### src/rtl/intel_vip_reset_seq_pkg.sv
// -----------------------------------------------------------------------------
// intel_vip_reset_seq_pkg
// Shared types and helpers for the staged reset sequencer.
//   seq_state_t : sequencer FSM state encoding
//   idx_width() : width of a stage index, never narrower than one bit
// -----------------------------------------------------------------------------
package intel_vip_reset_seq_pkg;

    typedef enum logic [2:0] {
        ST_HOLD       = 3'd0,
        ST_DELAY      = 3'd1,
        ST_WAIT_READY = 3'd2,
        ST_DONE       = 3'd3,
        ST_ERROR      = 3'd4
    } seq_state_t;

    // A single-stage build still needs a 1-bit index port.
    function automatic int idx_width(input int n);
        if (n <= 1) begin
            return 1;
        end
        return $clog2(n);
    endfunction

endpackage

### src/rtl/intel_vip_reset_seq_timer.sv
// -----------------------------------------------------------------------------
// intel_vip_reset_seq_timer
// Up-counter shared by all timed phases of the reset sequencer.
// Ports:
//   clk      in   rising-edge clock
//   rst_n    in   asynchronous active-low reset (counter -> 0)
//   i_clr    in   synchronous clear, wins over i_en
//   i_en     in   count enable
//   i_limit  in   terminal value to match against (runtime selectable)
//   o_match  out  high while the count equals i_limit
// -----------------------------------------------------------------------------
module intel_vip_reset_seq_timer #(
    parameter int CNTR_WIDTH = 16
) (
    input  logic                  clk,
    input  logic                  rst_n,
    input  logic                  i_clr,
    input  logic                  i_en,
    input  logic [CNTR_WIDTH-1:0] i_limit,
    output logic                  o_match
);

    logic [CNTR_WIDTH-1:0] r_cnt;

    always_ff @(posedge clk or negedge rst_n) begin
        if (!rst_n) begin
            r_cnt <= '0;
        end else if (i_clr) begin
            r_cnt <= '0;
        end else if (i_en) begin
            r_cnt <= r_cnt + CNTR_WIDTH'(1);
        end
    end

    assign o_match = (r_cnt == i_limit);

endmodule

### src/rtl/intel_vip_reset_seq_block.sv
// -----------------------------------------------------------------------------
// intel_vip_reset_seq_block
// Releases NUM_STAGES subsystem resets in ascending order after the board
// reset deasserts. Each stage gets a settle delay before release and must then
// acknowledge within ACK_TIMEOUT cycles. A software request re-runs the whole
// sequence after a minimum hold period.
// Ports:
//   clk            in   rising-edge clock
//   reset_n        in   asynchronous active-low reset (pre-synchronised)
//   sw_reset_req   in   level request for a full re-sequence
//   stage_ready    in   per-stage "out of reset" acknowledge
//   stage_reset_n  out  active-low reset per stage
//   stage_reset    out  registered complement of stage_reset_n
//   seq_done       out  all stages released and acknowledged
//   timeout_err    out  sticky: a stage missed its acknowledge window
//   err_stage      out  index of the stage that timed out
// -----------------------------------------------------------------------------
module intel_vip_reset_seq_block
    import intel_vip_reset_seq_pkg::*;
#(
    parameter int  NUM_STAGES  = 4,
    parameter int  STAGE_DELAY = 16,
    parameter int  ACK_TIMEOUT = 1024,
    parameter int  HOLD_CYCLES = 32,
    parameter int  CNTR_WIDTH  = 16,
    localparam int IDX_W       = idx_width(NUM_STAGES)
) (
    input  logic                  clk,
    input  logic                  reset_n,
    input  logic                  sw_reset_req,
    input  logic [NUM_STAGES-1:0] stage_ready,
    output logic [NUM_STAGES-1:0] stage_reset_n,
    output logic [NUM_STAGES-1:0] stage_reset,
    output logic                  seq_done,
    output logic                  timeout_err,
    output logic [IDX_W-1:0]      err_stage
);

    localparam logic [IDX_W-1:0] LAST_STAGE = IDX_W'(NUM_STAGES - 1);

    seq_state_t              r_state;
    seq_state_t              w_state_nxt;
    logic [IDX_W-1:0]        r_k;
    logic [IDX_W-1:0]        w_k_nxt;
    logic [NUM_STAGES-1:0]   r_rst_n;
    logic [NUM_STAGES-1:0]   w_rst_n_nxt;
    logic [NUM_STAGES-1:0]   r_rst;
    logic                    r_done;
    logic                    w_done_nxt;
    logic                    r_terr;
    logic                    w_terr_nxt;
    logic [IDX_W-1:0]        r_err_stage;
    logic [IDX_W-1:0]        w_err_stage_nxt;

    logic                    w_cnt_clr;
    logic                    w_cnt_en;
    logic [CNTR_WIDTH-1:0]   w_limit;
    logic                    w_match;

    // One counter serves every timed phase; its terminal value follows the
    // current state so the match output always means "this phase is over".
    always_comb begin
        w_limit = '0;
        case (r_state)
            ST_HOLD:       w_limit = CNTR_WIDTH'(HOLD_CYCLES - 1);
            ST_DELAY:      w_limit = CNTR_WIDTH'(STAGE_DELAY - 1);
            ST_WAIT_READY: w_limit = CNTR_WIDTH'(ACK_TIMEOUT - 1);
            default:       w_limit = '0;
        endcase
    end

    intel_vip_reset_seq_timer #(
        .CNTR_WIDTH (CNTR_WIDTH)
    ) u_timer (
        .clk     (clk),
        .rst_n   (reset_n),
        .i_clr   (w_cnt_clr),
        .i_en    (w_cnt_en),
        .i_limit (w_limit),
        .o_match (w_match)
    );

    // Next-state and next-output logic
    always_comb begin
        w_state_nxt     = r_state;
        w_k_nxt         = r_k;
        w_rst_n_nxt     = r_rst_n;
        w_done_nxt      = r_done;
        w_terr_nxt      = r_terr;
        w_err_stage_nxt = r_err_stage;
        w_cnt_clr       = 1'b0;
        w_cnt_en        = 1'b0;

        if (sw_reset_req) begin
            // Software request overrides anything else happening this edge;
            // holding the counter clear keeps the hold period measured from
            // the moment the request drops.
            w_state_nxt     = ST_HOLD;
            w_k_nxt         = '0;
            w_rst_n_nxt     = '0;
            w_done_nxt      = 1'b0;
            w_terr_nxt      = 1'b0;
            w_err_stage_nxt = '0;
            w_cnt_clr       = 1'b1;
        end else begin
            case (r_state)
                ST_HOLD: begin
                    if (w_match) begin
                        w_cnt_clr   = 1'b1;
                        w_state_nxt = ST_DELAY;
                    end else begin
                        w_cnt_en = 1'b1;
                    end
                end

                ST_DELAY: begin
                    if (w_match) begin
                        w_rst_n_nxt[r_k] = 1'b1;
                        w_cnt_clr        = 1'b1;
                        w_state_nxt      = ST_WAIT_READY;
                    end else begin
                        w_cnt_en = 1'b1;
                    end
                end

                // Ready is only looked at here, so an acknowledge already
                // high on the release edge is not taken until the next edge.
                ST_WAIT_READY: begin
                    if (stage_ready[r_k]) begin
                        w_cnt_clr = 1'b1;
                        if (r_k == LAST_STAGE) begin
                            w_done_nxt  = 1'b1;
                            w_state_nxt = ST_DONE;
                        end else begin
                            w_k_nxt     = r_k + IDX_W'(1);
                            w_state_nxt = ST_DELAY;
                        end
                    end else if (w_match) begin
                        w_terr_nxt      = 1'b1;
                        w_err_stage_nxt = r_k;
                        w_state_nxt     = ST_ERROR;
                    end else begin
                        w_cnt_en = 1'b1;
                    end
                end

                // Terminal until software asks again.
                ST_DONE, ST_ERROR: begin
                    w_state_nxt = r_state;
                end

                default: begin
                    w_state_nxt = ST_DELAY;
                    w_k_nxt     = '0;
                    w_cnt_clr   = 1'b1;
                end
            endcase
        end
    end

    // State and output registers
    always_ff @(posedge clk or negedge reset_n) begin
        if (!reset_n) begin
            r_state     <= ST_DELAY;
            r_k         <= '0;
            r_rst_n     <= '0;
            r_rst       <= '1;
            r_done      <= 1'b0;
            r_terr      <= 1'b0;
            r_err_stage <= '0;
        end else begin
            r_state     <= w_state_nxt;
            r_k         <= w_k_nxt;
            r_rst_n     <= w_rst_n_nxt;
            r_rst       <= ~w_rst_n_nxt;
            r_done      <= w_done_nxt;
            r_terr      <= w_terr_nxt;
            r_err_stage <= w_err_stage_nxt;
        end
    end

    assign stage_reset_n = r_rst_n;
    assign stage_reset   = r_rst;
    assign seq_done      = r_done;
    assign timeout_err   = r_terr;
    assign err_stage     = r_err_stage;

endmodule

### config.mk
export PLATFORM = sky130hd
export DESIGN_NAME = intel_vip_reset_seq_block
export DESIGN_NICKNAME = d
export VERILOG_FILES = /design/src/rtl/intel_vip_reset_seq_pkg.sv /design/src/rtl/intel_vip_reset_seq_timer.sv /design/src/rtl/intel_vip_reset_seq_block.sv
export SDC_FILE = /design/constraint.sdc
export NUM_CORES = 1
export LEC_CHECK = 0
export CAP_MARGIN = 20
export CORE_MARGIN = 8
export CORE_UTILIZATION = 35
export DETAILED_ROUTE_END_ITERATION = 10
export PLACE_DENSITY = 0.62
export SLEW_MARGIN = 20
export SYNTH_ARGS = -nofsm -noshare
export SYNTH_HDL_FRONTEND = slang
export SYNTH_HIERARCHICAL = 1
export SYNTH_SLANG_ARGS = --single-unit
### constraint.sdc
create_clock -name clk -period 6.8 [get_ports clk]
set_clock_uncertainty 0.15 [all_clocks]
set_input_delay 1.36 -clock clk [delete_from_list [all_inputs] [get_ports clk]]
set_output_delay 1.36 -clock clk [all_outputs]
set_load 0.01 [all_outputs]
Yosys cells after proc, flatten, opt, wreduce, memory -nomap -nowiden
Index checks and enable logic that the tools add are counted.

storage, ports and cells
  input bits = 7
  logic and storage cells = 83
  flip-flop bits (word level) = 33
  output and inout port bits = 12

operators by class
  equality and inequality tests = 14
  bitwise logic cells = 2
  multiplexer cells = 41
  reduce and logical (&&, ||, !) cells = 14
  order comparisons = 2
  $add $sub $neg = 2

operator list
  kind                                                  number
  2-to-1 mux 16 bit                                     2
  case mux 10 bit (3 select lines)                      1
  adder 16 x 1 -> 16 bit (second input constant)        1
  equality test 16 x 10 -> 1 bit                        1
  2-to-1 mux 1 bit                                      16
  2-to-1 mux 2 bit                                      8
  2-to-1 mux 3 bit                                      5
  2-to-1 mux 4 bit                                      3
  case mux 3 bit (4 select lines)                       1
  nonzero test 2 bit                                    5
  AND reduction 3 bit                                   3
  equality test 3 x 2 -> 1 bit (second input constant)  2
  != test 3 x 2 -> 1 bit (second input constant)        2
  != test 3 bit (second input constant)                 2
  != test 2 bit (second input constant)                 2
  != test 4 x 3 -> 1 bit (second input constant)        1
  inverter 4 bit                                        1
  OR 4 bit                                              1
  case mux 2 bit (2 select lines)                       1
  AND reduction 4 bit                                   1
  OR reduction 2 bit                                    2
  OR reduction 4 bit                                    1
  equality test 3 x 1 -> 1 bit (second input constant)  1
  equality test 3 bit (second input constant)           1
  other kinds (11)                                      11

Depth between registers and ports, before layout
  word-level depth = 9
  mapped depth = 13
  depth with buffers taken out = 11

Hierarchy
Netlist, hierarchy kept.

modules (own cells, without submodules)
  module                     instances  seq. area each (µm²)  cells each  area an instance (µm²)
  intel_vip_reset_seq_timer  1          400.4                 104         1024.7
  intel_vip_reset_seq_block  1          431.7                 89          913.4

Worst setup path before layout
Ideal clock, no wire load.

  path type = register to register
  start = reg r_state[1]
  end = reg u_timer.r_cnt[14]
  cell stages (with the launch flop) = 14
  path slack = 3019 ps
  setup time = 125 ps
  data required time = 6525 ps
  buffers on the path = 2
  data arrival time = 3506 ps
  clock period less this slack = 3781 ps
  cell sequence = dfrtp_1 > clkbuf_1 > nor3b_1 > xnor2_1 > nand4_1 > nor4_1 > nand2b_1 > o21a_1 > o21ai_0 > buf_2 > o211ai_1 > nor4_4 > nand3_2 > mux2_4

between the ends
  elaborated cells between the ends (all ways) = 18
  those cells by class = eq/ne (5); mux (9); reduce/logical (4)

RTL lines
  what                                                            line                                                                RTL
  start, declared                                                 intel_vip_reset_seq_block.sv:41                                     seq_state_t r_state;
  start signal, assigned                                          intel_vip_reset_seq_block.sv:172                                    r_state <= w_state_nxt;
  equality test 3 x 2 -> 1 bit (tied with other cells)            intel_vip_reset_seq_block.sv:64                                     case (r_state)
  case mux 10 bit (3 select lines) (*)                            intel_vip_reset_seq_block.sv:64
  named net w_limit[5]                                            intel_vip_reset_seq_block.sv:57                                     logic [CNTR_WIDTH-1:0] w_limit;
  equality test 16 x 10 -> 1 bit (*)                              intel_vip_reset_seq_timer.sv:35                                     assign o_match = (r_cnt == i_limit);
  named net w_match                                               intel_vip_reset_seq_block.sv:58                                     logic w_match;
  2-to-1 mux 1 bit (*)                                            intel_vip_reset_seq_block.sv:108, intel_vip_reset_seq_block.sv:117
  case mux 1 bit (3 select lines) (*)                             intel_vip_reset_seq_block.sv:106                                    case (r_state)
  2-to-1 mux 1 bit (*)                                            intel_vip_reset_seq_block.sv:94                                     if (sw_reset_req) begin
  named net w_cnt_clr                                             intel_vip_reset_seq_block.sv:55                                     logic w_cnt_clr;
  2-to-1 mux 16 bit / nonzero test 2 bit (equally long branches)  -
  end signal, assigned                                            intel_vip_reset_seq_timer.sv:31                                     r_cnt <= r_cnt + CNTR_WIDTH'(1);
  end, declared                                                   intel_vip_reset_seq_timer.sv:23                                     logic [CNTR_WIDTH-1:0] r_cnt;

The timed path passes the listed nets; every way through them passes the cells marked *.
A chain may end at the register's enable or synchronous reset.

Worst setup path after layout
  start = reg r_state[2]
  end = reg u_timer.r_cnt[14]

The elaborated chain is that of the path after synthesis.

==> results.md <==
- Status: finished, final reports clean
- Fraction of registers with async set or reset after synthesis: 100%
- Syn avg cell area: 10.0 µm²
- WL per Instance: 13.0 µm
- Initial core utilization: 35.6%
- Reg-to-Reg End: u_timer/r_cnt[14]
- CTS root buf: clkbuf_8
- ANT cells: 0
- RSZ-0062 raised after global routing: no
- Slew @ Worst Pin: 849 ps
- Vias in the first global route: 1401
- Rows: 27
- Worst Setup Path Type: reg2reg
- CP startpoint: r_state[2]
- Post-synth EDFFs: 0
- Final Critical Period: 4060 ps
- Via count: 1417
- Net total in the final layout: 225
- Crit end category: register
- Ys flop type: dfrtp_1
- Final worst-path cycle share: 59.7%
- Drt total wl: 3.73 mm
- Register bit count reported by yosys: 33
- Gr usage total: 9.52%
- Flop pwr share: 53.8%
- Post-CTS Setup Bufs: 0
- Initial antenna violation count: 0
- Place WS: 2430 ps
- Synth cell count leaders: 28 x dfrtp_1, 24 x xnor2_1, 22 x nor2_1
- Die X: 90.4 µm
- R2R setup slack: 2740 ps
- Hold-fix buffers, CTS: 0
- Number of max-cap violations: 0
- Synth top area share: 36.2%
- Synth Cell Area: 0.00194 mm²
- R2R cell count: 12
- Worst hold path depth: 1
- Mean number of vias per cell: 4.95
- Synthesis Warnings: 6
- Clock Power Share: 40.0%
- Most common cell in the netlist: dfrtp_1
- CP required: 6820 ps
- HP Start: timeout_err
- Synthesized instance count: 193
- Clk slew on worst S/H paths: 70 ps
- Startpoint types: register
- Hold WS: 355 ps
- Post-DP HPWL: 2.66 mm
- Port Buffers: 18
- CTS resizes: 0
- Fmax: 247 MHz
- H-tree levels: 2
- Final WS setup: 2740 ps
- P_sw: 0.0000826 W
- Rel. slew slack: 42.9%
- Clk_lat worst skew: 270 ps
- Hold Vio Cnt, Final: 0
- Setup tns final: 0 ps
- Largest net degree at the start of global routing: 34
- Synth cell types: 44
- Worst vdd ir: 169 µV
- CTS buffer count: 5
- Layout fillers: 528
- Die area: 0.00817 mm²
- DRC viols: 0
- Top cells by area, synth: dfrtp_1 36%, xnor2_1 11%, dfstp_2 6.8%, nor2_1 4.3%, ha_1 3.2%
- Hold Path Class: reg2reg
- Final setup violation count: 0
- First-pass GRT wire length: 6.51 mm
- Comb power frac: 6.3%
- Share of post-route cells with drive strength above 1: 13.6%
- Worst Path Arrival: 4070 ps
- Pwr per Cell Area: 163 mW/mm²
- Crit-path max FO: 19
- GP Congestion: 0.772
- Design Power: 0.000373 W
- Total global routing overflow: 0
- Worst reg2reg startpoint: r_state[2]
- Die H: 90.4 µm
- Slew Viols, Final: 0
- Net Sw Frac: 22.2%
- Area leader, netlist: dfrtp_1
- Final ANT Viol Nets: 0
- Number of I/O pins: 19
- Area Overhead vs Synth: 17.6%
- Hold Path End: timeout_err
- TritonRoute pass-1 iters: 4
- CTS sink count: 33
- CTS Buffer Depth: 2
- Leak: 0.863 nW
- Internal power: 0.000290 W
- CTS tree: yes
- Initial drt markers: 71
- Core area: 0.00544 mm²
- Post-synthesis sequential area ratio: 42.9%
[flip-flops by register name, summed over array words and instances (netlist names)]
name and flops:
err_stage 2, r_k 2, r_state 3, seq_done 1
stage_reset 4, stage_reset_n 4, timeout_err 1, u_timer/r_cnt 16
[routing by layer]
layer  global-route usage (%)  wire (µm)  up-vias
met1                     11.8       1800      691
met3                     3.99        202        2
li1                         -          -      704
met2                     15.0       1710       20
met4                     2.08         19        0
met5                        0          0        -
[area by class of cell]
class	instances	area (µm²)	area share, %
Tap cell	72	90.1	3.95
Multi-Input combinational cell	146	1040	45.7
Clock buffer	8	90.1	3.95
Timing Repair Buffer	21	203	8.89
Inverter	6	22.5	0.988
Sequential cell	33	832	36.5
[critical path: stages (launching register included)]
cell and delay, ps:
dfrtp_1 550, nor3b_2 590, xnor2_1 180, nand4_1 110
nor4_1 760, nand2b_1 210, o21a_1 210, o21ai_1 70
buf_4 260, o211ai_1 200, nor4_4 230, nand3_2 120
mux2_4 300
[kinds of logic (layout without fill, tap and decap cells)]
logic type      count (synthesis)  count (layout)  share of synthesized area (%)
compound gates                 23              23                           8.97
xor+xnor                       28              28                           12.7
fa+ha+maj                       5               5                           3.23
buf+inv                        19              35                           4.52
flops                          33              33                           42.9
mux                             5               5                           3.49
other cells                     1               6                          0.193
simple gates                   79              79                           24.0
[power groups by stage]
stage	Sequential (W)	Combinational [W]	Clock (W)
3_3_place_gp	0.000204	0.0000237	0
2_1_floorplan	0.000203	0.0000142	0
4_1_cts	0.000200	0.0000238	0.000154
5_1_grt	0.000200	0.0000268	0.000163
6_report	0.000200	0.0000233	0.000149
3_5_place_dp	0.000204	0.0000238	0
[cell usage in the layout, fill, tap and decap left out, types with 3 or more instances in the layout]
| master | instances |
|---|---|
| inv_1 | 6 |
| nand3_1 | 7 |
| a21oi_1 | 9 |
| ha_1 | 5 |
| nor4_1 | 5 |
| conb_1 | 6 |
| xnor2_1 | 24 |
| or3_1 | 3 |
| nand4_1 | 10 |
| xor2_1 | 4 |
| dfstp_2 | 5 |
| clkbuf_8 | 6 |
| nor2_1 | 22 |
| or2_2 | 4 |
| nor3_1 | 5 |
| nand2b_1 | 5 |
| clkdlybuf4s50_1 | 18 |
| nand2_1 | 4 |
| buf_4 | 3 |
| mux2i_1 | 3 |
| o21ai_0 | 4 |
| dfrtp_1 | 28 |
[worst max-delay path by stage]
stage / end
after detailed placement: u_timer/r_cnt[14]
after global routing: u_timer/r_cnt[14]
final: u_timer/r_cnt[14]
after CTS: u_timer/r_cnt[14]
after global placement: u_timer/r_cnt[14]
after floorplan: u_timer/r_cnt[14]
[through the flow]
step                      utilization, %  cells  area [µm²]
after floorplan                        -    198        1960
after global placement              40.2    278        2180
after detailed placement            40.2    278        2180
after CTS                           41.8    286        2270
after global routing                41.9    286        2280
final                               41.9    286        2280
No activity file was read; power rests on OpenSTA's default activity.
